File: src/rtl/sw_halfduplex_responder.sv
// Responder end of a single-wire half-duplex link: receives one framed byte, turns the line
// around and optionally replies. Define SW_RESPONDER_PARITY_EN to add an even-parity bit.
module sw_halfduplex_responder #(
  parameter int BIT_CYCLES  = 16,
  parameter int TURN_CYCLES = 4,
  parameter int DATA_W      = 8
) (
  input  logic              clk,
  input  logic              rst,
  input  logic              data_in,
  output logic              data_out,
  output logic              data_en,
  output logic [DATA_W-1:0] rx_data,
  output logic              rx_valid,
  output logic              rx_err,
  input  logic [DATA_W-1:0] tx_data,
  input  logic              tx_valid,
  output logic              tx_ack,
  output logic              busy
);

`ifdef SW_RESPONDER_PARITY_EN
  localparam int PAR_W = 1;
`else
  localparam int PAR_W = 0;
`endif
  localparam int NB    = DATA_W + PAR_W;
  localparam int CMAX  = (BIT_CYCLES > TURN_CYCLES) ? BIT_CYCLES : TURN_CYCLES;
  localparam int CNT_W = $clog2(CMAX) + 1;
  localparam int BIT_W = $clog2(NB + 1) + 1;

  localparam logic [CNT_W-1:0] HALF_LAST = CNT_W'(BIT_CYCLES / 2 - 1);
  localparam logic [CNT_W-1:0] BIT_LAST  = CNT_W'(BIT_CYCLES - 1);
  localparam logic [CNT_W-1:0] TURN_LAST = CNT_W'(TURN_CYCLES - 1);
  localparam logic [BIT_W-1:0] NB_LAST   = BIT_W'(NB - 1);

  typedef enum logic [2:0] {
    IDLE, RX_START, RX_DATA, RX_STOP, TURN, TX_START, TX_DATA, TX_STOP
  } state_t;

  state_t            state, state_nx;
  logic [CNT_W-1:0]  cnt, cnt_nx;
  logic [BIT_W-1:0]  bit_idx, bit_idx_nx;
  logic              sync_p0, s_in, s_prev;
  logic [NB-1:0]     rx_sr, rx_sr_nx;
  logic [NB-1:0]     tx_sr, tx_sr_nx;
  logic [NB-1:0]     tx_load;
  logic [DATA_W-1:0] rx_data_nx;
  logic              rx_valid_nx, rx_err_nx, tx_ack_nx;
  logic              drive_en_nx, drive_out_nx;
  logic              par_ok;

`ifdef SW_RESPONDER_PARITY_EN
  function automatic logic even_par(input logic [DATA_W-1:0] d);
    return ^d;
  endfunction

  // Data and parity bits together must hold an even number of ones.
  assign par_ok  = ~^rx_sr;
  assign tx_load = {even_par(tx_data), tx_data};
`else
  assign par_ok  = 1'b1;
  assign tx_load = tx_data;
`endif

  assign busy = (state != IDLE);

  always_comb begin
    state_nx     = state;
    cnt_nx       = cnt + 1'b1;
    bit_idx_nx   = bit_idx;
    rx_sr_nx     = rx_sr;
    tx_sr_nx     = tx_sr;
    rx_data_nx   = rx_data;
    rx_valid_nx  = 1'b0;
    rx_err_nx    = 1'b0;
    tx_ack_nx    = 1'b0;
    case (state)
      IDLE: begin
        cnt_nx     = '0;
        bit_idx_nx = '0;
        if (s_prev && !s_in) state_nx = RX_START;
      end
      RX_START: if (cnt == HALF_LAST) begin
        cnt_nx   = '0;
        state_nx = s_in ? IDLE : RX_DATA;
      end
      RX_DATA: if (cnt == BIT_LAST) begin
        cnt_nx     = '0;
        rx_sr_nx   = {s_in, rx_sr[NB-1:1]};
        bit_idx_nx = bit_idx + 1'b1;
        if (bit_idx == NB_LAST) state_nx = RX_STOP;
      end
      RX_STOP: if (cnt == BIT_LAST) begin
        cnt_nx = '0;
        if (s_in && par_ok) begin
          rx_valid_nx = 1'b1;
          rx_data_nx  = rx_sr[DATA_W-1:0];
          state_nx    = TURN;
        end else begin
          rx_err_nx = 1'b1;
          state_nx  = IDLE;
        end
      end
      TURN: if (cnt == TURN_LAST) begin
        cnt_nx     = '0;
        bit_idx_nx = '0;
        if (tx_valid) begin
          tx_ack_nx = 1'b1;
          tx_sr_nx  = tx_load;
          state_nx  = TX_START;
        end else begin
          state_nx = IDLE;
        end
      end
      TX_START: if (cnt == BIT_LAST) begin
        cnt_nx   = '0;
        state_nx = TX_DATA;
      end
      TX_DATA: if (cnt == BIT_LAST) begin
        cnt_nx     = '0;
        tx_sr_nx   = tx_sr >> 1;
        bit_idx_nx = bit_idx + 1'b1;
        if (bit_idx == NB_LAST) state_nx = TX_STOP;
      end
      TX_STOP: if (cnt == BIT_LAST) begin
        cnt_nx   = '0;
        state_nx = IDLE;
      end
      default: state_nx = IDLE;
    endcase

    // Pad controls are decoded from the next state so they leave a flop glitch-free.
    drive_en_nx  = (state_nx == TX_START) || (state_nx == TX_DATA) || (state_nx == TX_STOP);
    drive_out_nx = 1'b1;
    if (state_nx == TX_START)     drive_out_nx = 1'b0;
    else if (state_nx == TX_DATA) drive_out_nx = tx_sr_nx[0];
  end

  always_ff @(posedge clk) begin
    if (rst) begin
      state    <= IDLE;
      cnt      <= '0;
      bit_idx  <= '0;
      sync_p0  <= 1'b1;
      s_in     <= 1'b1;
      s_prev   <= 1'b1;
      rx_data  <= '0;
      rx_valid <= 1'b0;
      rx_err   <= 1'b0;
      tx_ack   <= 1'b0;
      data_en  <= 1'b0;
      data_out <= 1'b1;
    end else begin
      state    <= state_nx;
      cnt      <= cnt_nx;
      bit_idx  <= bit_idx_nx;
      sync_p0  <= data_in;
      s_in     <= sync_p0;
      s_prev   <= s_in;
      rx_data  <= rx_data_nx;
      rx_valid <= rx_valid_nx;
      rx_err   <= rx_err_nx;
      tx_ack   <= tx_ack_nx;
      data_en  <= drive_en_nx;
      data_out <= drive_out_nx;
    end
  end

  // Shift registers carry payload only and need no reset.
  always_ff @(posedge clk) begin
    rx_sr <= rx_sr_nx;
    tx_sr <= tx_sr_nx;
  end

endmodule

File: config.mk
export PLATFORM = sky130hd
export DESIGN_NAME = sw_halfduplex_responder
export DESIGN_NICKNAME = d
export VERILOG_FILES = /design/src/rtl/sw_halfduplex_responder.sv
export SDC_FILE = /design/constraint.sdc
export NUM_CORES = 1
export LEC_CHECK = 0
export CAP_MARGIN = 20
export CORE_UTILIZATION = 47
export CTS_BUF_LIST = sky130_fd_sc_hd__clkbuf_16
export DETAILED_ROUTE_END_ITERATION = 12
export PLACE_DENSITY = 0.77
export SYNTH_ARGS = -nofsm -noshare
export SYNTH_HDL_FRONTEND = slang
export SYNTH_SLANG_ARGS = --single-unit
File: constraint.sdc
create_clock -name clk -period 2.4 [get_ports clk]
set_input_delay 0.36 -clock clk [delete_from_list [all_inputs] [get_ports clk]]
set_output_delay 0.36 -clock clk [all_outputs]
set_load 0.02 [all_outputs]
==> results of run 1 <==
==> cells in the mapped netlist (2+ instances only) <==
cell type,number
a21boi_0,2
a21oi_1,8
a22o_1,5
a22oi_1,2
and2_1,2
buf_2,2
clkbuf_1,5
clkbuf_8,2
dfxtp_1,30
edfxtp_1,15
ha_1,5
inv_1,8
mux2i_1,8
nand2_1,12
nand2b_1,2
nand3_1,4
nand3b_1,3
nand4_1,3
nor2_1,26
nor3_1,3
nor4b_1,2
o21ai_0,5
o22ai_1,2
or2_2,4
xor2_1,4
==> registers in the layout, indices dropped and copies added (netlist names) <==
register,count
rx_data,8
rx_sr,8
tx_sr,8
bit_idx,5
cnt,5
state,3
data_en,1
data_out,1
rx_err,1
rx_valid,1
s_in,1
s_prev,1
sync_p0,1
tx_ack,1
==> how the worst min path moves through the flow <==
stage | startpoint | to | slack [ps] | cells after the start
after global routing | sync_p0 | s_in | 440 | 1
after detailed placement | sync_p0 | s_in | 400 | 1
final | sync_p0 | s_in | 410 | 1
after floorplan | sync_p0 | s_in | 390 | 1
after CTS | sync_p0 | s_in | 420 | 1
after global placement | sync_p0 | s_in | 400 | 1
==> timing repair <==
item | in CTS | in global routing
setup buffers | 0 | 0
hold buffers | 0 | 0
resized for setup | 0 | 4
endpoints found under the setup margin | 0 | 5
==> worst register-to-register path, stage by stage, from the launching register on <==
cell and delay [ps]:
dfxtp_1 360, ha_2 220, and3_2 220, ha_2 230, nand3b_1 130, or4_4 530
a32oi_2 200, and2_1 140, o21ai_0 70
==> power breakdown <==
part	switching [uW]	internal, uW
combinational	101	94.5
clock	263	376
sequential	22.4	801
==> per-layer routing <==
metal | vias up | GRT usage [%] | wire (um)
met2 | 46 | 27.4 | 1680
met5 | - | 0 | 0
met3 | 7 | 4.11 | 183
met1 | 662 | 26.1 | 1750
li1 | 730 | - | -
met4 | 0 | 10.4 | 82
==> metrics by stage <==
stage / instances / setup slack [ps] / hold slack [ps] / utilization, %
final: 270 / 149 / 412 / 60.7
after global routing: 270 / 6.89 / 438 / 60.7
after CTS: 270 / 24.9 / 416 / 60.3
after detailed placement: 262 / 55.5 / 399 / 56.9
after global placement: 262 / 179 / 396 / 56.9
after floorplan: 188 / 310 / 389 / -
==> placed cells by master (no fill, tap or decap), types with 2 or more instances in the layout <==
cell / n
a21boi_0: 2
a21oi_1: 8
a22o_1: 5
a22oi_1: 2
and2_1: 2
buf_4: 9
clkbuf_16: 5
clkdlybuf4s50_1: 25
clkinv_1: 2
dfxtp_1: 30
edfxtp_1: 15
ha_1: 3
ha_2: 2
inv_1: 8
mux2i_1: 8
nand2_1: 12
nand2b_1: 2
nand3_1: 4
nand3b_1: 3
nand4_1: 3
nor2_1: 26
nor3_1: 3
nor4b_1: 2
o21ai_0: 5
o22ai_1: 2
or2_2: 4
xor2_1: 4
==> logic make-up (layout without fill, tap and decap cells) <==
group | after synthesis | count (layout) | synth area share, %
muxes | 8 | 8 | 4.09
buffers and inverters | 18 | 50 | 4.67
xor gates and xnor gates | 5 | 5 | 2.24
DFF | 45 | 45 | 53.7
AOI/OAI and AO/OA | 33 | 33 | 11.8
and+or+nand+nor | 74 | 74 | 20.3
adders and majority gates | 5 | 5 | 3.20
==> layout make-up <==
type                    count  area, um^2  share of cell area [%]
flip-flops and latches     45        1050                    43.3
inverters                   8        30.0                    1.24
clock inverters             3        12.5                   0.515
repair buffers             34         318                    13.1
multi-input cells         125         831                    34.2
clock buffers               5         125                    5.15
well taps                  50        62.6                    2.57
==> flow_summary.json, run 1 <==
{
  "status": "finished clean",
  "die_area_mm2": 0.00443,
  "place_hpwl_um": 2550,
  "syn_area_mm2": 0.00196,
  "max-slew-margin-rel_pct": 59.8,
  "cts_buffers": 5,
  "r2r_cells": 8,
  "htree_levels": 2,
  "track_usage_pct": 18.9,
  "cap_violations": 0,
  "criticalPathCategory": "reg -> out",
  "grt_pass1_wl_um": 6000,
  "max_freq_mhz": 444,
  "clockBufferDepth": 2,
  "synth_seq_area_share_pct": 53.7,
  "maxSlewViolCount": 0,
  "io_pins": 26,
  "antenna_found_initial": 0,
  "async_flop_share_pct": 0,
  "reg2reg_slack_ps": 160,
  "crit_path_top_delay_cell": "clkdlybuf4s50_1",
  "syn-instance-count": 188,
  "rsz0062_at_grt": "no",
  "setup_viol": 0,
  "grt_pass1_vias": 1263,
  "cp_max_fo": 19,
  "drc": 0,
  "synth_ff_type": "dfxtp_1",
  "grt_max_degree": 20,
  "rows": 23,
  "power.density_mw_per_mm2": 682,
  "holdCritPathClass": "reg -> reg",
  "crit_start": "state[2]",
  "die_x_um": 66.5,
  "synth_area_leaders": "dfxtp_1 31%, edfxtp_1 23%, nor2_1 5.0%, mux2i_1 4.1%, ha_1 3.2%",
  "start_kind": "register",
  "cp_top_family": "buffers and inverters",
  "gp_congestion": 0.822,
  "avgSynthCellArea_um2": 10.4,
  "r2r_start": "cnt[0]",
  "cpPeakStageDelay_ps": 560,
  "area_growth_pct": 24.2,
  "drive_gt1_share_pct": 12.7,
  "portBuffers": 25,
  "drt_iter0_markers": 83,
  "grt-ovfl-total": 0,
  "finalInstanceArea_mm2": 0.00243,
  "endpoint_kind": "output pin",
  "yosys.area.top_type_share_pct": 30.7,
  "fin_crit_ps": 2250,
  "clock-sinks": 45,
  "synth_edf_count": 15,
  "avgViaCountPerCell": 5.35,
  "syn_nets": 205,
  "first_pass_iters": 4,
  "num_vias": 1445,
  "timing.rr.end": "data_out",
  "placed_cell_area_mm2": 0.00228,
  "worst_clock_skew_ps": 3.35,
  "tns_ps": 0,
  "nNetsFinal": 236,
  "final.period_utilization_pct": 93.8,
  "postRouteAntennaNets": 0,
  "path_clk_slew_ps": 60,
  "routedWlPerCell_um": 13.7,
  "path_cells": "nor3_1 > inv_1 > clkdlybuf4s50_1",
  "root_buffer": "clkbuf_16",
  "ir_drop_uv": 501,
  "cp.depth": 3,
  "wl_um": 3700,
  "p_leak_uw": 0.000870,
  "core_mm2": 0.00400,
  "start_util_pct": 48.9,
  "ys_types": 49,
  "clk_latency_ps": 280,
  "cp-endpoint": "busy",
  "ys_warn_count": 0,
  "cts_tree": "yes",
  "synth.largest_area_cell": "dfxtp_1",
  "antenna-diode-count": 0,
  "ys_ff_latch": 45,
  "fillCellCount": 332,
  "path_buf_inv": 2,
  "dieHeight_um": 66.5,
  "total_power_uw": 1660,
  "crit_required_ps": 2040,
  "hold_viol": 0,
  "crit_arrival_ps": 1890,
  "worst_pin_slew_ps": 602
}
Power figures use the tool's default switching activity.
==> run 2, diff against run 1 <==
--- a/config.mk
+++ b/config.mk
@@ -6,10 +6,10 @@
 export NUM_CORES = 1
 export LEC_CHECK = 0
 export CAP_MARGIN = 20
-export CORE_UTILIZATION = 47
+export CORE_UTILIZATION = 48
 export CTS_BUF_LIST = sky130_fd_sc_hd__clkbuf_16
 export DETAILED_ROUTE_END_ITERATION = 12
-export PLACE_DENSITY = 0.77
+export PLACE_DENSITY = 0.78
 export SYNTH_ARGS = -nofsm -noshare
 export SYNTH_HDL_FRONTEND = slang
 export SYNTH_SLANG_ARGS = --single-unit
==> run 2 against run 1 <==
Combinational power decreased by 9%. Fmax increased by 1.3%. Worst hold slack improved by 14 ps. First-iteration DRC count increased by 2.4%. Sequential share of layout area increased by 0.11 points. Register-to-register slack improved by 20 ps. Clock-buffer cell count unchanged. Non-clock buffer count unchanged. Global-route usage decreased by 0.21 points. Flip-flop and latch count unchanged. Largest power group unchanged. Die area decreased by 2.0%.
==> flow_summary.json, run 2 (synthesis gave the netlist of run 1 again) <==
{
  "status": "finished clean",
  "portBuffers": 25,
  "io_pins": 26,
  "clockBufferDepth": 2,
  "cts_tree": "yes",
  "die_area_mm2": 0.00434,
  "path_clk_slew_ps": 60,
  "final_common_cell": "dfxtp_1",
  "start_util_pct": 51.9,
  "dieHeight_um": 65.9,
  "p_leak_uw": 0.000874,
  "fin_crit_ps": 2220,
  "htree_levels": 2,
  "place_hpwl_um": 2570,
  "rows": 22,
  "root_buffer": "clkbuf_16",
  "grt-ovfl-total": 0,
  "gp_congestion": 0.837,
  "rsz0062_at_grt": "no",
  "core_mm2": 0.00377,
  "drt_iter0_markers": 85,
  "track_usage_pct": 18.7,
  "met2WireLength_um": 1590,
  "clock-sinks": 45,
  "avgViaCountPerCell": 5.40,
  "cp_common_cell": "ha_2",
  "routedWlPerCell_um": 13.4,
  "power.density_mw_per_mm2": 694,
  "max-slew-margin-rel_pct": 60.6,
  "area_growth_pct": 23.8,
  "drive_gt1_share_pct": 12.7,
  "wl_met1_um": 1800,
  "crit_arrival_ps": 2390,
  "die_x_um": 65.9,
  "maxSlewViolCount": 0,
  "cts_buffers": 5,
  "grt_pass1_vias": 1307,
  "pre_cts_ws_ps": 127,
  "multiInputGateArea_um2": 820,
  "cap_violations": 0,
  "num_vias": 1446,
  "path_cells": "ha_2 > and3_2 > ha_2 > nand3b_1 > or4_1 > a32oi_1 > and2_1 > o21ai_0",
  "cpPeakStageDelay_ps": 530,
  "antenna_found_initial": 0,
  "crit_path_top_delay_cell": "or4_1",
  "holdCritPathClass": "reg -> reg",
  "setup_slack_ps": 177,
  "postRouteAntennaNets": 0,
  "crit_required_ps": 2560,
  "ir_drop_uv": 353,
  "cp_max_fo": 5,
  "antenna-diode-count": 0,
  "clk_latency_ps": 290,
  "worst_clock_skew_ps": 3.10,
  "wl_um": 3600,
  "top_layer_used": "met4",
  "endpoint_kind": "register",
  "first_pass_iters": 5,
  "reg_top3": "rx_data (8), rx_sr (8), tx_sr (8)",
  "worst_pin_slew_ps": 590,
  "most-common-layout-cells": "30 x dfxtp_1, 26 x nor2_1, 25 x clkdlybuf4s50_1, 15 x edfxtp_1, 12 x nand2_1",
  "drc": 0,
  "final.period_utilization_pct": 92.6,
  "hold_viol": 0,
  "cts_hold_buffers": 0,
  "wl_met3_um": 141,
  "start_kind": "register",
  "max_freq_mhz": 450,
  "fillCellCount": 309,
  "tns_ps": 0,
  "grt_pass1_wl_um": 6000,
  "grt_max_degree": 20,
  "nNetsFinal": 236,
  "criticalPathCategory": "reg -> reg",
  "area.sequential_mm2": 0.00105,
  "setup_viol": 0,
  "total_power_uw": 1680
}
run 2: cell count changes in the layout (fill, tap and decap cells not counted):
| cell | delta |
|---|---|
| clkinv_1 | -2 |
| inv_6 | +1 |
| a32oi_2 | -1 |
| inv_4 | +1 |
| or4_1 | +1 |
| or4_4 | -1 |
| a32oi_1 | +1 |
run 2: area by class of cell:
cell class / instances / area share [%]
sequential: 45 / 43.4
multi-input combinational: 125 / 33.8
timing repair buffer: 34 / 13.1
clock buffer: 5 / 5.16
tap: 48 / 2.48
inverter: 8 / 1.24
clock inverter: 3 / 0.826
run 2: path summary, 6_finish.rpt:
path         slack (ps)  cells after the start  startpoint        to
max                 180                      8      cnt[0]  data_out
min                 430                      1     sync_p0      s_in
max reg2reg         180                      8      cnt[0]  data_out
min reg2reg         430                      1     sync_p0      s_in
run 2: timing repair:
action,in CTS,in global routing
gates resized for setup,0,2
setup endpoints to repair,0,2
buffers inserted,0,0
run 2: metal layers:
layer / track usage (%) / up-vias
met5: 0 / -
met4: 7.34 / 0
met3: 5.69 / 8
met2: 29.6 / 37
met1: 23.8 / 674
li1: - / 727
run 2: worst max-delay path: cells and delay by family (launching register included):
family	cells	cell delay, ps
AOI/OAI and AO/OA	2	300
adders and majority gates	2	440
DFF	1	350
and+or+nand+nor	4	1010
run 2: power breakdown:
part / switching (uW) / internal (uW)
registers: 32.3 / 800
clock network: 286 / 388
logic: 88.0 / 88.8
run 2: per-stage QoR:
stage               utilization (%)  area [um^2]  hold slack, ps  std cells
global placement               60.3         2270             396        260
global route                   64.3         2420             455        268
CTS                            64.1         2420             427        268
floorplan                         -         1960             389        188
detailed placement             60.3         2270             407        260
finish                         64.3         2420             426        268
==> run 3, diff against run 2 <==
--- a/config.mk
+++ b/config.mk
@@ -10,6 +10,7 @@
 export CTS_BUF_LIST = sky130_fd_sc_hd__clkbuf_16
 export DETAILED_ROUTE_END_ITERATION = 12
 export PLACE_DENSITY = 0.78
+export RECOVER_POWER = 25
 export SYNTH_ARGS = -nofsm -noshare
 export SYNTH_HDL_FRONTEND = slang
 export SYNTH_SLANG_ARGS = --single-unit
==> run 3 against run 2 <==
First-iteration DRC count did not move. Sequential power barely moved. Power is 0.11% lower. Final cell count unchanged. Largest cell class unchanged.
==> flow_summary.json, run 3 (synthesis gave the netlist of run 1 again) <==
{
  "nNetsFinal": 236,
  "clock-sinks": 45,
  "gp_congestion": 0.837,
  "dieHeight_um": 65.9,
  "root_buffer": "clkbuf_16",
  "timing.rr.end": "data_out",
  "antenna-diode-count": 0,
  "path_clk_slew_ps": 60,
  "grt_pass1_wl_um": 6000,
  "cts_tree": "yes",
  "fin_crit_ps": 2220,
  "core_mm2": 0.00377,
  "worst_pin_slew_ps": 703,
  "routedWlPerCell_um": 13.4,
  "area_growth_pct": 23.7,
  "drc": 0,
  "pre_cts_ws_ps": 127,
  "drive_gt1_share_pct": 12.3,
  "crit_arrival_ps": 2390,
  "cts_hold_buffers": 0,
  "die_area_mm2": 0.00434,
  "r2r_start": "cnt[0]",
  "finalInstanceArea_mm2": 0.00242,
  "htree_levels": 2,
  "setup_slack_ps": 177,
  "rsz0062_at_grt": "no",
  "crit_path_top_delay_cell": "or4_1",
  "max_freq_mhz": 450,
  "ir_drop_uv": 353,
  "busiest_layer": "met2",
  "grt_util_met2_pct": 29.6,
  "reg2reg_slack_ps": 180,
  "power.density_mw_per_mm2": 695,
  "num_vias": 1445,
  "met3_usage_pct": 5.69,
  "avgViaCountPerCell": 5.39,
  "hold_viol": 0,
  "drt_iter0_markers": 85,
  "cp_max_fo": 5,
  "cts_setup_buffers": 0,
  "criticalPathCategory": "reg -> reg",
  "clockBufferDepth": 2,
  "wl_um": 3580,
  "r2r_cells": 8,
  "path_cells": "ha_2 > and3_2 > ha_2 > nand3b_1 > or4_1 > a32oi_1 > and2_1 > o21ai_0",
  "p_leak_uw": 0.000889,
  "cap_violations": 0,
  "cts_buffers": 5,
  "die_x_um": 65.9,
  "hold_path_end": "s_in",
  "placed_cell_area_mm2": 0.00227,
  "cpPeakStageDelay_ps": 530,
  "most-common-layout-cells": "30 x dfxtp_1, 26 x nor2_1, 19 x clkdlybuf4s50_1, 15 x edfxtp_1, 12 x nand2_1",
  "utilization_pct": 64.2,
  "first_pass_iters": 4,
  "grt_pass1_vias": 1307,
  "total_power_uw": 1680,
  "grt_max_degree": 20,
  "crit_start": "cnt[0]",
  "max-slew-margin-rel_pct": 53.1,
  "worst_clock_skew_ps": 3.10,
  "start_util_pct": 51.9,
  "setup_viol": 0,
  "status": "finished clean",
  "portBuffers": 25,
  "hold_start": "sync_p0",
  "track_usage_pct": 18.7,
  "antenna_found_initial": 0,
  "holdCritPathClass": "reg -> reg",
  "final_common_cell": "dfxtp_1",
  "cp_common_cell": "ha_2",
  "rows": 22,
  "use_met1_pct": 23.8,
  "final.period_utilization_pct": 92.6,
  "io_pins": 26,
  "maxSlewViolCount": 0,
  "endpoint_kind": "register",
  "crit_required_ps": 2560,
  "start_kind": "register",
  "postRouteAntennaNets": 0,
  "reg_top3": "rx_data (8), rx_sr (8), tx_sr (8)",
  "worstHoldPathCells": 1,
  "place_hpwl_um": 2570,
  "grt-ovfl-total": 0,
  "tns_ps": 0,
  "clk_latency_ps": 290
}
## run 3: metal layers
| layer | part of all wire, % | wire length, um |
|---|---|---|
| met2 | 44 | 1570 |
| met1 | 50 | 1800 |
| met5 | 0 | 0 |
| met4 | 2.0 | 72 |
| met3 | 3.9 | 138 |
## run 3: per-stage QoR
stage               hold WS, ps  cells
floorplan                   389    188
global placement            396    260
CTS                         427    268
finish                      426    268
global route                455    268
detailed placement          407    260
## run 3: worst max-delay path by stage
stage | endpoint | slack [ps] | depth (start not counted)
after floorplan | bit_idx[3] | 310 | 9
after global routing | data_out | 6 | 8
after detailed placement | data_out | 130 | 8
after CTS | data_out | 100 | 8
final | data_out | 180 | 8
after global placement | data_out | 220 | 8
## run 3: cell type report
| type | instances | area, um^2 |
|---|---|---|
| Fill cell | 310 | 1350 |
| Sequential cell | 45 | 1050 |
| Multi-Input combinational cell | 125 | 820 |
| Timing Repair Buffer | 34 | 314 |
| Clock buffer | 5 | 125 |
| Tap cell | 48 | 60.1 |
| Inverter | 8 | 30.0 |
| Clock inverter | 3 | 20.0 |
## run 3: timing repair
action | in CTS | in global routing
endpoints found under the setup margin | 0 | 2
hold endpoints to repair | 0 | 0
resized for setup | 0 | 2
## run 3: power by group
group,internal [uW],total (uW),leakage [uW],switching [uW]
Sequential,800,832,0.000391,32.3
Clock,388,673,0.0000745,286
Combinational,87.2,175,0.000423,87.9
Total,1280,1680,0.000889,406
## run 3: critical path, delay by kind of cell (launching register included)
family / cells / cell delay, ps
DFF: 1 / 350
AOI/OAI and AO/OA: 2 / 300
adders and majority gates: 2 / 440
and+or+nand+nor: 4 / 1010
==> edit 1, RTL diff (flow settings as in run 1) <==
Change the parameter `TURN_CYCLES` from 4 to 16.
--- a/src/rtl/sw_halfduplex_responder.sv
+++ b/src/rtl/sw_halfduplex_responder.sv
@@ -2,7 +2,7 @@
 // around and optionally replies. Define SW_RESPONDER_PARITY_EN to add an even-parity bit.
 module sw_halfduplex_responder #(
   parameter int BIT_CYCLES  = 16,
-  parameter int TURN_CYCLES = 4,
+  parameter int TURN_CYCLES = 16,
   parameter int DATA_W      = 8
 ) (
   input  logic              clk,
Check against the original RTL: same outputs for any inputs over 10 cycles, from zero or initial values and one cycle with rst high; that may be too few to reach the edited logic, so the function may still have changed.
==> edit 1 against run 1 <==
  * Area after synthesis fell by 5.0%
  * Largest cell class unchanged
  * Design area fell by 4.8%
  * Core utilization rose by 1.5 points
  * Sequential cell count did not move
  * Wire length fell by 3.9%
  * Hold slack got worse by 2.2 ps
  * Setup slack improved by 16 ps
Power is not compared: it rests on default switching activity, and its combinational part moved more than twofold at a synthesized area within 25%.
==> edit 1: results (changes against run 1) <==
finalSetupTns_ps: 0  # unchanged
arrival_ps: 1870  # -20 ps
vias: 1343  # -7.1%
drive_above_1_share: 0.1192  # -0.008102
max_stage_delay_ps: 720  # +160 ps
synth-seq-area-share: 0.5653  # +0.02819
synth-edff-count: 15  # unchanged
synthTopCellsByArea: "dfxtp_1, edfxtp_1, nor2_1"
finalCritPeriodShare: 0.9311  # -0.006858
num-nets-final: 209  # -11%
track_usage: 0.1920  # +0.002563
clockBufferDepth: 2  # unchanged
wl_met3_um: 200  # +9.3%
diodes: 0  # unchanged
wire_per_inst_um: 14.73  # +7.6%
clock_skew_ps: 6.847  # +3.496 ps
synthArstFlopShare: 0  # unchanged
synth_common_cells: "dfxtp_1, nor2_1, edfxtp_1"
dr_wl_met2_um: 1781  # +6.1%
placed_area_mm2: 0.002143  # -5.8%
cts_root_buffer: "clkbuf_16"
critical_path.max_fanout: 19  # unchanged
post-cts-setup-buffers: 0  # unchanged
highest_layer: "met4"
p_leak_uw: 0.0008268
grt_pass1_wl_um: 6078  # +1.4%
crit_family: "flip-flops"
drt_iter0_drc: 76  # -8.4%
dp_hpwl_um: 2508  # -1.6%
syn_nets: 182  # -11%
crit_slowest_cell: "dfxtp_1"
hold_class: "reg -> reg"
cts_resized: 0  # unchanged
synth_flop_cell: "dfxtp_1"
clkLatencyLatePin_ps: 290
place.gp.congestion: 0.8854  # +7.7%
worst_slew_pin_slew_ps: 631.0  # +28.67 ps
synthDistinctLibCells: 43  # -12%
cts_max_level: 2  # unchanged
outcome: "finished, final reports clean"
met1_length_um: 1499  # -14%
top_regs: "rx_data x8, rx_sr x8, tx_sr x8"
[edit 1: cell types whose count changed in the layout (fill, tap and decap cells not counted), moves of 3 or more]
cell	before	now
nand2_1	12	5
buf_4	9	4
nor2_1	26	22
nand2b_1	2	6
inv_1	8	3
o21ai_0	5	2
[edit 1: path summary, 6_finish.rpt]
kind | from | slack, ps | to | depth (start not counted)
worst max-delay path | state[1] | 170 | busy | 2
worst min-delay path | sync_p0 | 410 | s_in | 1
worst max register to register | cnt[0] | 200 | data_out | 8
worst min register to register | sync_p0 | 410 | s_in | 1
[edit 1: worst reg2reg max path, delay by kind of cell, from the launching register on]
family | cells | cell delay [ps]
compound gates | 3 | 400
fa+ha+maj | 2 | 570
flops | 1 | 350
simple gates | 3 | 750
[edit 1: per-stage QoR]
| step | total power (uW) | instances | utilization | hold slack (ps) | setup WS [ps] |
|---|---|---|---|---|---|
| 2_1_floorplan | 826.1 | 165 | - | 389.5 | 345.8 |
| 3_3_place_gp | 850.9 | 233 | 0.5768 | 393.5 | 421.7 |
| 3_5_place_dp | 852.8 | 233 | 0.5768 | 396.7 | 259.2 |
| 4_1_cts | 1622 | 241 | 0.6222 | 411.7 | 174.0 |
| 5_1_grt | 1650 | 241 | 0.6222 | 430.4 | 17.68 |
| 6_report | 1608 | 241 | 0.6222 | 409.6 | 165.4 |
[edit 1: cell type report]
class                      instances  area (um^2)
fill                             306         1404
inverter                           4        15.01
timing repair buffer              29        280.3
tap                               48        60.06
multi-input combinational        107        737.0
clock buffer                       5        125.1
clock inverter                     3        43.79
sequential                        45         1051
[edit 1: kinds of logic after synthesis]
logic type,after synthesis,share of synthesized area
xor gates and xnor gates,5,0.02355
muxes,8,0.04307
AOI/OAI and AO/OA,25,0.09556
and+or+nand+nor,64,0.2005
DFF,45,0.5653
adders and majority gates,5,0.03365
buffers and inverters,13,0.03835
[edit 1: report_power, final]
group          switching, uW  internal [uW]
Sequential              4.76            785
Combinational           19.0           27.5
Clock                    280            492
[edit 1: metal layers]
layer	up-vias	GRT usage
met5	-	0
met4	0	0.08611
met3	9	0.04225
met2	47	0.3060
met1	640	0.2472
li1	647	-
==> edit 2, RTL diff (config.mk and constraints of run 1) <==
Made on the original files. The 8 states of `state_t` get a Gray code encoding in 3 bits.
--- a/src/rtl/sw_halfduplex_responder.sv
+++ b/src/rtl/sw_halfduplex_responder.sv
@@ -35,7 +35,7 @@
   localparam logic [BIT_W-1:0] NB_LAST   = BIT_W'(NB - 1);
 
   typedef enum logic [2:0] {
-    IDLE, RX_START, RX_DATA, RX_STOP, TURN, TX_START, TX_DATA, TX_STOP
+    IDLE = 3'b000, RX_START = 3'b001, RX_DATA = 3'b011, RX_STOP = 3'b010, TURN = 3'b110, TX_START = 3'b111, TX_DATA = 3'b101, TX_STOP = 3'b100
   } state_t;
 
   state_t            state, state_nx;
Check against the original RTL: same outputs for any inputs over 10 cycles, from zero or initial values and one cycle with rst high; not proved beyond that.
==> edit 2 against run 1 <==
  * Register-to-register slack gained 60 ps
  * Setup slack gained 71 ps
  * Design area grew 4.5%
  * Wire length grew 8.1%
  * Area after synthesis grew 3.1%
  * Sequential cell count is the same
  * Clock skew grew 1.6 ps
  * Critical path type is now reg -> reg
  * Critical endpoint is now bit_idx[4]
Power is not compared: it rests on default switching activity, and its combinational part moved more than twofold at a synthesized area within 25%.
==> edit 2: results (changes against run 1) <==
track_usage: 0.1989  # +0.009447
grt_pass1_vias: 1387  # +9.8%
fp.coreArea_mm2: 0.004058  # +1.4%
buf_share: 0.1222  # -0.008626
multi_input_area_share: 0.3488  # +0.006852
placed_area_mm2: 0.002346  # +3.1%
arrival_ps: 2390  # +500 ps
clock_skew_ps: 4.958  # +1.606 ps
wl_met3_um: 148  # -19%
criticalPathCategory: "reg -> reg"
clock_cell_area_share: 0.07438  # +0.01774
max_stage_delay_ps: 530  # -30 ps
critical_path.max_fanout: 10  # -9
ff2ff_path_depth: 7  # -1
inverters: 11  # +3
met1_length_um: 1924  # +9.9%
synthCells: 195  # +3.7%
nMultiInputCombCells: 128  # +2.4%
dp.cells: 267  # +1.9%
finalCritPeriodShare: 0.9084  # -0.02957
crit_start: "cnt[0]"
hold-worst-slack_ps: 407.2  # -4.569 ps
routed_wl_um: 3995  # +8.1%
dp_slack_ps: 90.00  # +34.53 ps
wire_per_inst_um: 14.53  # +6.1%
nFillCells: 319  # -3.9%
synth_common_cells: "dfxtp_1, nor2_1, edfxtp_1"
gr-usage-met1: 0.2799  # +0.01877
synth-seq-area-share: 0.5211  # -0.01599
dr_wl_met2_um: 1872  # +11%
drive_above_1_share: 0.1156  # -0.01172
grt_pass1_wl_um: 6630  # +11%
clkbuf_count: 6  # +1
gr-usage-met3: 0.05236  # +0.01127
num-nonclk-buffers: 33  # -2.9%
multi_input_area_um2: 885.9  # +6.6%
place.gp.congestion: 0.8423  # +2.5%
crit_slowest_cell: "or4_1"
syn_nets: 212  # +3.4%
outcome: "finished, final reports clean"
crit_family: "simple AND/OR/NAND/NOR gates"
synthDistinctLibCells: 52  # +6.1%
num-nets-final: 241  # +2.1%
top_regs: "rx_data x8, rx_sr x8, tx_sr x8"
vias: 1510  # +4.5%
grt_use_met2: 0.2946  # +0.02032
edit 2: cell count changes after synthesis, sizes merged, moves of 3 or more:
cell and change:
nand2 -8, inv +3, nor3 +4, nor2 -6
o31ai +3
edit 2: power by group through the flow:
stage,sequential (uW),combinational (uW),clock [uW]
detailed placement,807,51.8,0
global placement,807,51.7,0
floorplan,804,26.6,0
finish,790,52.5,837
CTS,790,52.1,858
global route,791,57.7,883
edit 2: kinds of logic (layout without fill, tap and decap cells):
kind of cell,Yosys count,after routing,share of synthesized area
buf+inv,22,52,0.04218
simple gates,75,75,0.2146
compound gates,36,36,0.1334
mux,9,9,0.04467
fa+ha+maj,5,5,0.03102
flops,45,45,0.5211
xor+xnor,3,3,0.01303
edit 2: repair_timing:
| item | 4_1_cts | 5_1_grt |
|---|---|---|
| hold endpoints to repair | 0 | 0 |
| resized for setup | 0 | 1 |
| setup endpoints to repair | 0 | 5 |
